<file path="config.mk">
export PLATFORM = sky130hd
export DESIGN_NAME = pwm_fade_controller
export DESIGN_NICKNAME = d
export VERILOG_FILES = /design/src/rtl/pwm_fade_controller.sv
export SDC_FILE = /design/constraint.sdc
export NUM_CORES = 1
export LEC_CHECK = 0
export CAP_MARGIN = 0
export CORE_ASPECT_RATIO = 0.6
export CORE_MARGIN = 2
export CORE_UTILIZATION = 28
export DETAILED_ROUTE_END_ITERATION = 7
export PLACE_DENSITY_LB_ADDON = 0.08
export REMOVE_ABC_BUFFERS = 1
export SKIP_CTS_REPAIR_TIMING = 1
export SYNTH_ARGS = -nofsm -noshare
export SYNTH_HDL_FRONTEND = slang
export SYNTH_SLANG_ARGS = --single-unit
</file>
<file path="constraint.sdc">
create_clock -name clk -period 5.45 [get_ports clk]
set_clock_uncertainty 0.2 [all_clocks]
set_input_delay 1.3625 -clock clk [delete_from_list [all_inputs] [get_ports clk]]
set_output_delay 1.3625 -clock clk [all_outputs]
set_load 0.01 [all_outputs]
</file>
<file path="src/rtl/pwm_fade_controller.sv">
// Duty-cycle fader: walks pwm_duty_cycle toward a latched target in saturating
// steps at a programmable rate. Optional breathe mode compiled in by PWM_FADE_BREATHE_EN.
module pwm_fade_controller (
  input  logic       clk,
  input  logic       rst_n,
  input  logic       start,
  input  logic       abort,
  input  logic [7:0] target_duty,
  input  logic [3:0] step_size,
  input  logic [7:0] prescale,
  input  logic       breathe,
  output logic [7:0] pwm_duty_cycle,
  output logic       busy,
  output logic       done
);

  typedef enum logic [1:0] {
    IDLE      = 2'd0,
    RAMP_UP   = 2'd1,
    RAMP_DOWN = 2'd2,
    HOLD      = 2'd3
  } state_t;

  state_t     state_reg, state_next;
  logic [7:0] duty_reg, duty_next;
  logic [7:0] target_reg, target_next;
  logic [3:0] step_reg, step_next;
  logic [7:0] prescale_reg, prescale_next;
  logic [7:0] cnt_reg, cnt_next;
  logic       done_reg, done_next;
  // Set while a breathe cycle is heading down to 0x00 instead of the target.
  logic       floor_reg, floor_next;

  logic breathe_on;
`ifdef PWM_FADE_BREATHE_EN
  assign breathe_on = breathe;
`else
  logic unused_breathe;
  assign unused_breathe = breathe;
  assign breathe_on     = 1'b0;
`endif

  logic [8:0] step9;
  logic [7:0] goal;
  logic [8:0] up_sum;
  logic [8:0] down_diff;
  logic [7:0] up_val;
  logic [7:0] down_val;
  logic [7:0] stepped;
  logic       tick;
  state_t     launch_state;
  logic       launch_done;

  // Saturating 9-bit step toward the current goal; never passes it, never wraps.
  always_comb begin
    step9     = {5'd0, (step_reg == 4'd0) ? 4'd1 : step_reg};
    goal      = floor_reg ? 8'h00 : target_reg;
    up_sum    = {1'b0, duty_reg} + step9;
    down_diff = {1'b0, duty_reg} - step9;
    up_val    = (up_sum >= {1'b0, goal}) ? goal : up_sum[7:0];
    down_val  = (down_diff[8] || (down_diff[7:0] <= goal)) ? goal : down_diff[7:0];
    stepped   = (state_reg == RAMP_UP) ? up_val : down_val;
    tick      = (cnt_reg >= prescale_reg);
  end

  always_comb begin
    launch_state = HOLD;
    launch_done  = 1'b0;
    if (target_duty > duty_reg) begin
      launch_state = RAMP_UP;
    end else if (target_duty < duty_reg) begin
      launch_state = RAMP_DOWN;
    end else begin
      launch_done = 1'b1;
    end
  end

  always_comb begin
    state_next    = state_reg;
    duty_next     = duty_reg;
    target_next   = target_reg;
    step_next     = step_reg;
    prescale_next = prescale_reg;
    cnt_next      = cnt_reg;
    floor_next    = floor_reg;
    done_next     = 1'b0;

    case (state_reg)
      IDLE, HOLD: begin
        if (start && !abort) begin
          target_next   = target_duty;
          step_next     = step_size;
          prescale_next = prescale;
          cnt_next      = 8'd0;
          floor_next    = 1'b0;
          state_next    = launch_state;
          done_next     = launch_done;
        end
      end

      RAMP_UP, RAMP_DOWN: begin
        if (abort) begin
          state_next = HOLD;
          floor_next = 1'b0;
        end else if (start) begin
          // Retarget keeps the step phase running; only parameters and direction change.
          target_next   = target_duty;
          step_next     = step_size;
          prescale_next = prescale;
          cnt_next      = cnt_reg + 8'd1;
          floor_next    = 1'b0;
          state_next    = launch_state;
          done_next     = launch_done;
        end else if (tick) begin
          cnt_next  = 8'd0;
          duty_next = stepped;
          if (stepped == goal) begin
            if (floor_reg) begin
              state_next = RAMP_UP;
              floor_next = 1'b0;
            end else begin
              done_next = 1'b1;
              if (breathe_on && (target_reg != 8'h00)) begin
                state_next = RAMP_DOWN;
                floor_next = 1'b1;
              end else begin
                state_next = HOLD;
              end
            end
          end
        end else begin
          cnt_next = cnt_reg + 8'd1;
        end
      end

      default: begin
        state_next = IDLE;
      end
    endcase
  end

  always_ff @(posedge clk) begin
    if (!rst_n) begin
      state_reg    <= IDLE;
      duty_reg     <= 8'h00;
      target_reg   <= 8'h00;
      step_reg     <= 4'd0;
      prescale_reg <= 8'h00;
      cnt_reg      <= 8'h00;
      done_reg     <= 1'b0;
      floor_reg    <= 1'b0;
    end else begin
      state_reg    <= state_next;
      duty_reg     <= duty_next;
      target_reg   <= target_next;
      step_reg     <= step_next;
      prescale_reg <= prescale_next;
      cnt_reg      <= cnt_next;
      done_reg     <= done_next;
      floor_reg    <= floor_next;
    end
  end

  assign pwm_duty_cycle = duty_reg;
  assign done           = done_reg;
  assign busy           = (state_reg == RAMP_UP) || (state_reg == RAMP_DOWN);

endmodule

</file>
==> results of run 1 <==
## cells in the mapped netlist, types with 2 or more instances
cell type / number
a2111oi_0: 2
a211oi_1: 5
a21boi_0: 22
a21o_1: 8
a21oi_1: 17
a221o_1: 2
a22oi_1: 2
a31oi_1: 5
buf_6: 2
clkbuf_1: 12
dfxtp_1: 39
fa_1: 2
ha_1: 42
inv_1: 34
mux2i_1: 4
nand2_1: 62
nand2b_1: 6
nand3_1: 8
nand4_1: 5
nor2_1: 30
nor2b_1: 9
nor3_1: 13
o211ai_1: 5
o21a_1: 9
o21ai_0: 14
o22ai_1: 7
or4_1: 2
xnor2_1: 18
xor2_1: 5
## power groups by stage
| stage | Clock, mW | Sequential [mW] | Combinational, mW |
|---|---|---|---|
| floorplan | 0 | 0.323 | 0.298 |
| global placement | 0 | 0.327 | 0.435 |
| detailed placement | 0 | 0.327 | 0.435 |
| CTS | 0.327 | 0.321 | 0.438 |
| global route | 0.340 | 0.324 | 0.494 |
| finish | 0.318 | 0.322 | 0.439 |
## layer usage
layer | track usage [%] | wire length (um) | vias up
li1 | - | - | 1519
met2 | 19.2 | 3250 | 87
met5 | 0 | 0 | -
met3 | 4.65 | 644 | 6
met1 | 25.8 | 5470 | 1331
met4 | 2.67 | 65 | 0
## final cells by class
type	count	area, um2	share of cell area [%]
inverter	34	128	3.26
clock inverter	1	7.51	0.192
multi-input combinational	328	2280	58.4
sequential	39	781	20.0
timing repair buffer	37	360	9.21
tap	160	200	5.12
clock buffer	7	153	3.90
## metrics by stage
stage | util [%] | cell area [um2] | cells
global placement | 33.1 | 3750 | 598
floorplan | - | 3190 | 401
finish | 34.5 | 3910 | 606
global route | 34.5 | 3910 | 606
CTS | 34.5 | 3910 | 606
detailed placement | 33.1 | 3750 | 598
## final timing paths
kind	to	slack, ns	depth (start not counted)
setup / recovery	state_reg[1]	0.74	16
hold / removal	prescale_reg[6]	0.26	2
setup reg to reg	state_reg[1]	0.74	16
hold reg to reg	prescale_reg[6]	0.26	2
## cell families after synthesis
family                   count (synthesis)  synth area share, %
AND/OR/NAND/NOR                        145                 20.6
multiplexers                             4                 1.23
adder cells (fa/ha/maj)                 44                 17.3
flip-flops                              39                 23.9
XOR/XNOR                                23                 6.17
buffers and inverters                   49                 6.13
AO/OA/AOI/OAI                          112                 24.6
## critical path: stages (launching register included)
cell	delay, ns
dfxtp_1	0.40
inv_1	0.12
a31o_2	0.23
ha_1	0.20
fa_1	0.41
nand2b_1	0.17
a2111oi_2	0.11
xnor2_1	0.32
ha_1	0.32
a211oi_1	0.38
nand2_1	0.09
a31oi_1	0.35
o211ai_1	0.34
o221ai_1	0.30
a221oi_2	0.14
a2111oi_0	0.43
nor2_1	0.08
==> results.sh, run 1 <==
export IMPL_synth_cell_types=54
export IMPL_r2r_start="step_reg[1]"
export IMPL_syn_mean_instance_area_um2=7.85
export IMPL_p_leak_nw=1.51
export IMPL_layout_commonest_cell="nand2_1"
export IMPL_synth_cells=416
export IMPL_switching_share_pct=36.7
export IMPL_critPathKind="reg -> reg"
export IMPL_initial_utilization_pct=28.8
export IMPL_area_delta_synth_final_pct=19.9
export IMPL_numPortBuffers=33
export IMPL_drc_errors=0
export IMPL_holdWs_ns=0.264
export IMPL_routedWlPerCell_um=15.6
export IMPL_vdd_drop_max_mv=0.106
export IMPL_core_area_mm2=0.0113
export IMPL_grt_ovfl_total=0
export IMPL_powerDensity_mw_per_mm2=276
export IMPL_dieWidth_um=143
export IMPL_critPathLaunchType="register"
export IMPL_finalCriticalPeriod_ns=4.71
export IMPL_final_nets=514
export IMPL_hp_start="prescale_reg[6]"
export IMPL_min_period_over_period_pct=86.4
export IMPL_slew_headroom_pct=21.3
export IMPL_finalMaxSlewViolations=0
export IMPL_diodes=0
export IMPL_hold_viol=0
export IMPL_max_cap_violations=0
export IMPL_place_gp_congestion=0.840
export IMPL_netlist_top_cells_area="dfxtp_1, ha_1, nand2_1"
export IMPL_synth_ff_type="dfxtp_1"
export IMPL_internal_power_mw=0.683
export IMPL_yosysSeqAreaShare_pct=23.9
export IMPL_worst_pin_slew_ns=1.17
export IMPL_grt_pass1_wl_um=15000
export IMPL_synth_top_area_share_pct=23.9
export IMPL_grt_usage_pct=15.7
export IMPL_cts_sinks=39
export IMPL_combPwrFrac_pct=40.7
export IMPL_viasPerCell=4.86
export IMPL_critPathLaunch="step_reg[1]"
export IMPL_pwr_share_seq_pct=29.8
export IMPL_synth_top_area_cell="dfxtp_1"
export IMPL_dieHeight_um=87.6
export IMPL_io_pins=35
export IMPL_yosys_warnings=0
export IMPL_layout_setup_ws_ns=0.744
export IMPL_worstPathRequired_ns=5.42
export IMPL_first_iter_violations=268
export IMPL_fp_row_count=30
export IMPL_crit_fanout=7
export IMPL_ant_nets=0
export IMPL_outcome="finished, final reports clean"
export IMPL_power_switching_mw=0.396
export IMPL_cp_data_arrival_time_ns=4.67
export IMPL_finalSetupViolCount=0
export IMPL_most_common_layout_cells="nand2_1, ha_1, dfxtp_1"
export IMPL_dp_slack_ns=0.826
export IMPL_endpoint_kind="register"
export IMPL_grt_pass1_vias=2735
export IMPL_ys_async_sr_fraction_pct=0
export IMPL_cts_tree="done"
export IMPL_synth_area_mm2=0.00326
export IMPL_htreeDepth=2
export IMPL_drt_pass1_iter_count=5
export IMPL_grt_max_degree=25
export IMPL_synth_edf_count=0
export IMPL_min_path_type="reg -> reg"
export IMPL_cts_buffers=5
export IMPL_clkPwrFrac_pct=29.5
export IMPL_drive_gt1_share_pct=4.93
export IMPL_setup_tns_final_ns=0
export IMPL_clk_pin_slew_ns=0.06
export IMPL_die_area_mm2=0.0126
export IMPL_hpwlAfterDp_um=7600
export IMPL_rsz0062_at_grt="no"
export IMPL_cts_root_buffer="clkbuf_16"
export IMPL_clk_latency_ns=0.29
export IMPL_antenna_found_initial=0
export IMPL_wl_um=9430
export IMPL_fmax_mhz=212
export IMPL_p_total_mw=1.08
export IMPL_vias=2943
export IMPL_clock_path_buffers=2
export IMPL_final_fill_count=1225
export IMPL_ys_ff_latch=39
Note: power is estimated with default switching activity, not from simulation.
==> run 2: changes to the inputs <==
- CORE_UTILIZATION: 28 -> 58
==> run 2 against run 1 <==
  * Non-clock buffer count decreased by 3
  * Sequential share of layout area increased by 0.98 points
  * Utilization increased by 33 points
  * Cell count decreased by 16%
  * Hold slack improved by 0.013 ns
  * Highest routed layer unchanged
  * Clock power decreased by 23%
  * Routed wire length decreased by 15%
  * First-iteration DRC count decreased by 11%
==> results.sh, run 2 (synthesis gave the netlist of run 1 again) <==
export IMPL_cts_tree="done"
export IMPL_powerDensity_mw_per_mm2=266
export IMPL_drc_errors=0
export IMPL_endpoint_kind="register"
export IMPL_htreeDepth=2
export IMPL_cpMaxStageDelayCell="a2111oi_0"
export IMPL_hpwlAfterDp_um=6240
export IMPL_grt_usage_pct=27.1
export IMPL_cts_root_buffer="clkbuf_8"
export IMPL_hold_viol=0
export IMPL_regArea_um2=781
export IMPL_final_fill_count=487
export IMPL_die_area_mm2=0.00626
export IMPL_final_nets=511
export IMPL_max_cap_violations=0
export IMPL_max_stage_delay_ns=0.43
export IMPL_cts_buffers=5
export IMPL_crit_fanout=9
export IMPL_grt_pass1_vias=2819
export IMPL_setup_tns_final_ns=0
export IMPL_multi_input_area_mm2=0.00228
export IMPL_outcome="finished, final reports clean"
export IMPL_layout_cells_non_filler=512
export IMPL_fp_row_count=21
export IMPL_critPathKind="reg -> reg"
export IMPL_cp_data_arrival_time_ns=4.75
export IMPL_place_gp_congestion=0.918
export IMPL_wl_um=7980
export IMPL_vias=2983
export IMPL_drive_gt1_share_pct=4.29
export IMPL_numPortBuffers=33
export IMPL_slew_headroom_pct=21.5
export IMPL_drt_pass1_iter_count=5
export IMPL_min_period_over_period_pct=87.6
export IMPL_dieHeight_um=62.1
export IMPL_layout_commonest_cell="nand2_1"
export IMPL_viasPerCell=5.83
export IMPL_finalMaxSlewViolations=0
export IMPL_clk_pin_slew_ns=0.08
export IMPL_cts_sinks=39
export IMPL_vdd_drop_max_mv=0.134
export IMPL_grt_max_degree=39
export IMPL_area_delta_synth_final_pct=14.2
export IMPL_grt_pass1_wl_um=13600
export IMPL_antenna_found_initial=0
export IMPL_worst_path_most_repeated_cell="ha_1"
export IMPL_finalSetupViolCount=0
export IMPL_finalCriticalPeriod_ns=4.77
export IMPL_cp_cell_sequence="inv_1, a31o_2, ha_1, fa_1, nand2b_1, a2111oi_2, xnor2_1, ha_1, a211oi_1, nand2_1, a31oi_1, o211ai_1, o221ai_1, a221oi_2, a2111oi_0, nor2_1"
export IMPL_p_leak_nw=1.48
export IMPL_worst_pin_slew_ns=1.17
export IMPL_worstPathRequired_ns=5.43
export IMPL_dp_slack_ns=0.897
export IMPL_most_common_layout_cells="nand2_1, ha_1, dfxtp_1"
export IMPL_io_pins=35
export IMPL_fmax_mhz=209
export IMPL_min_path_type="reg -> reg"
export IMPL_layout_setup_ws_ns=0.676
export IMPL_clk_latency_ns=0.29
export IMPL_grt_ovfl_total=0
export IMPL_critPathLaunchType="register"
export IMPL_initial_utilization_pct=59.4
export IMPL_holdWs_ns=0.277
export IMPL_p_total_mw=0.993
export IMPL_dp_cells=504
export IMPL_diodes=0
export IMPL_first_iter_violations=239
export IMPL_routedWlPerCell_um=15.6
export IMPL_core_area_mm2=0.00549
export IMPL_ant_nets=0
export IMPL_rsz0062_at_grt="no"
export IMPL_clock_path_buffers=2
export IMPL_dieWidth_um=101
[run 2: final timing paths]
path | from | to | slack [ns] | cells after the start
worst min register to register | prescale_reg[6] | prescale_reg[6] | 0.28 | 2
worst max-delay path | step_reg[1] | state_reg[1] | 0.68 | 16
worst min-delay path | prescale_reg[6] | prescale_reg[6] | 0.28 | 2
worst max register to register | step_reg[1] | state_reg[1] | 0.68 | 16
[run 2: layout make-up]
cell class                 instances  share of cell area [%]
multi-input combinational        328                    61.2
tap                               69                    2.32
inverter                          34                    3.42
timing repair buffer              34                    9.06
clock buffer                       5                    1.85
sequential                        39                    20.9
clock inverter                     3                    1.17
[run 2: power breakdown]
| part | internal [mW] | leakage [nW] | switching (mW) |
|---|---|---|---|
| logic | 0.181 | 1.10 | 0.246 |
| registers | 0.301 | 0.317 | 0.0189 |
| clock network | 0.136 | 0.0581 | 0.110 |
| total | 0.618 | 1.48 | 0.374 |
[run 2: metrics by stage]
step | cell area, um2 | utilization [%]
after global routing | 3730 | 67.9
after CTS | 3730 | 67.9
after detailed placement | 3620 | 65.8
after global placement | 3620 | 65.8
final | 3730 | 67.9
after floorplan | 3190 | -
[run 2: critical path: cells and delay by family (launching register included)]
kind	cells	cell delay (ns)
AO/OA/AOI/OAI	8	2.30
XOR/XNOR	1	0.35
adder cells (fa/ha/maj)	3	0.94
buffers and inverters	1	0.12
flip-flops	1	0.42
AND/OR/NAND/NOR	3	0.33
[run 2: metal layers]
metal	vias to the layer above	track usage, %	share of wire [%]
met5	-	0	0
met4	0	4.28	0.48
met3	6	4.84	7.2
met2	106	39.7	40
met1	1358	42.1	52
li1	1513	-	-
==> run 3: changes to the inputs <==
- CELL_PAD_IN_SITES_DETAIL_PLACEMENT: default -> 1
- CELL_PAD_IN_SITES_GLOBAL_PLACEMENT: default -> 2
- CORE_UTILIZATION: 58 -> 34
==> run 3 against run 2 <==
  * Combinational power increased by 5.2%
  * Non-clock buffer count increased by 2
  * Via count up 0.47%
  * Die area increased by 66%
  * Sequential share of layout area decreased by 0.73 points
  * Critical path type unchanged
  * Hold slack lost 0.015 ns
==> results.sh, run 3 (synthesis gave the netlist of run 1 again) <==
export IMPL_worst_pin_slew_ns=1.25
export IMPL_cp_data_arrival_time_ns=4.69
export IMPL_finalSetupViolCount=0
export IMPL_pwr_share_seq_pct=29.6
export IMPL_hpwlAfterDp_um=8040
export IMPL_finalMaxSlewViolations=0
export IMPL_cts_root_buffer="clkbuf_16"
export IMPL_layout_commonest_cell="nand2_1"
export IMPL_dieWidth_um=131
export IMPL_internal_power_mw=0.683
export IMPL_drt_pass1_iter_count=4
export IMPL_critPathKind="reg -> reg"
export IMPL_endpoint_kind="register"
export IMPL_grt_ovfl_total=0
export IMPL_die_area_mm2=0.0104
export IMPL_core_area_mm2=0.00926
export IMPL_combPwrFrac_pct=41.5
export IMPL_grt_usage_pct=20.5
export IMPL_crit_fanout=4
export IMPL_min_path_type="reg -> reg"
export IMPL_setup_tns_final_ns=0
export IMPL_clkPwrFrac_pct=28.9
export IMPL_switching_share_pct=36.9
export IMPL_outcome="finished, final reports clean"
export IMPL_p_leak_nw=1.50
export IMPL_wl_um=9850
export IMPL_ant_nets=0
export IMPL_worstPathRequired_ns=5.47
export IMPL_grt_pass1_wl_um=16300
export IMPL_drive_gt1_share_pct=4.49
export IMPL_most_common_layout_cells="nand2_1, ha_1, dfxtp_1"
export IMPL_numPortBuffers=33
export IMPL_grt_pass1_vias=3003
export IMPL_place_gp_congestion=0.819
export IMPL_fmax_mhz=214
export IMPL_slew_headroom_pct=16.2
export IMPL_min_period_over_period_pct=85.8
export IMPL_p_total_mw=1.08
export IMPL_critPathLaunchType="register"
export IMPL_routedWlPerCell_um=17.1
export IMPL_final_nets=513
export IMPL_antenna_found_initial=0
export IMPL_vdd_drop_max_mv=0.105
export IMPL_grt_max_degree=26
export IMPL_finalCriticalPeriod_ns=4.67
export IMPL_htreeDepth=2
export IMPL_cts_tree="done"
export IMPL_rsz0062_at_grt="no"
export IMPL_powerDensity_mw_per_mm2=280
export IMPL_vias=2997
export IMPL_diodes=0
export IMPL_drc_errors=0
export IMPL_power_switching_mw=0.400
export IMPL_first_iter_violations=135
export IMPL_clk_latency_ns=0.29
export IMPL_viasPerCell=5.21
export IMPL_fp_row_count=27
export IMPL_dieHeight_um=79.9
export IMPL_clock_path_buffers=2
export IMPL_final_fill_count=1155
export IMPL_initial_utilization_pct=35.3
export IMPL_cts_buffers=5
export IMPL_cts_sinks=39
export IMPL_clk_pin_slew_ns=0.06
export IMPL_hold_viol=0
export IMPL_max_cap_violations=0
export IMPL_area_delta_synth_final_pct=18.4
export IMPL_io_pins=35
## run 3: changes by cell type in the layout (fill, tap and decap cells not counted)
cell and delta:
clkinv_2 -1, buf_4 +2, clkbuf_1 +1, clkbuf_16 +5, clkbuf_8 -3, bufinv_16 -1, clkinv_4 -1
## run 3: layout make-up
cell class,count,area [um2],area share (%)
clock buffers,8,156,4.05
inverters,34,128,3.30
multi-input cells,328,2280,59.1
flip-flops and latches,39,781,20.2
well taps,130,163,4.21
repair buffers,36,353,9.13
## run 3: power groups by stage
stage	Clock [mW]	Combinational [mW]	Sequential, mW
floorplan	0	0.298	0.323
global placement	0	0.431	0.327
detailed placement	0	0.443	0.327
CTS	0.324	0.446	0.321
global route	0.335	0.498	0.324
finish	0.313	0.449	0.321
## run 3: final timing paths
path	end	cells past startpoint	from	slack, ns
worst max-delay path	done	17	step_reg[1]	0.78
worst min-delay path	prescale_reg[4]	2	prescale_reg[4]	0.26
worst max register to register	done	17	step_reg[1]	0.78
worst min register to register	prescale_reg[4]	2	prescale_reg[4]	0.26
## run 3: stage by stage
stage                     instances  utilization [%]  hold slack (ns)  cell area, um2  setup slack, ns
final                           575             41.7            0.262            3860            0.776
after global placement          567             40.1            0.252            3710            0.871
after floorplan                 401                -            0.243            3190             1.45
after CTS                       575             41.7            0.267            3860            0.780
after global routing            575             41.7            0.307            3860            0.442
after detailed placement        567             40.1            0.259            3710            0.820
## run 3: critical path, cell delays in order (launching register included)
cell and delay [ns]:
dfxtp_1 0.35, inv_1 0.15, a31o_2 0.19, ha_1 0.15, inv_1 0.06, fa_1 0.43, a21o_4 0.25, a211oi_4 0.35
xnor2_1 0.24, ha_1 0.31, o21a_1 0.17, a21oi_1 0.30, nand3_1 0.19, and3_4 0.22, a221o_1 0.36, a221oi_2 0.36
a22oi_1 0.18, nor2b_1 0.16
## run 3: per-layer routing
metal	vias to the layer above	GRT usage, %	share of wire [%]
li1	1515	-	-
met1	1418	32.3	58
met2	56	28.9	38
met3	8	3.62	4.0
met4	0	3.51	0.62
met5	-	0	0
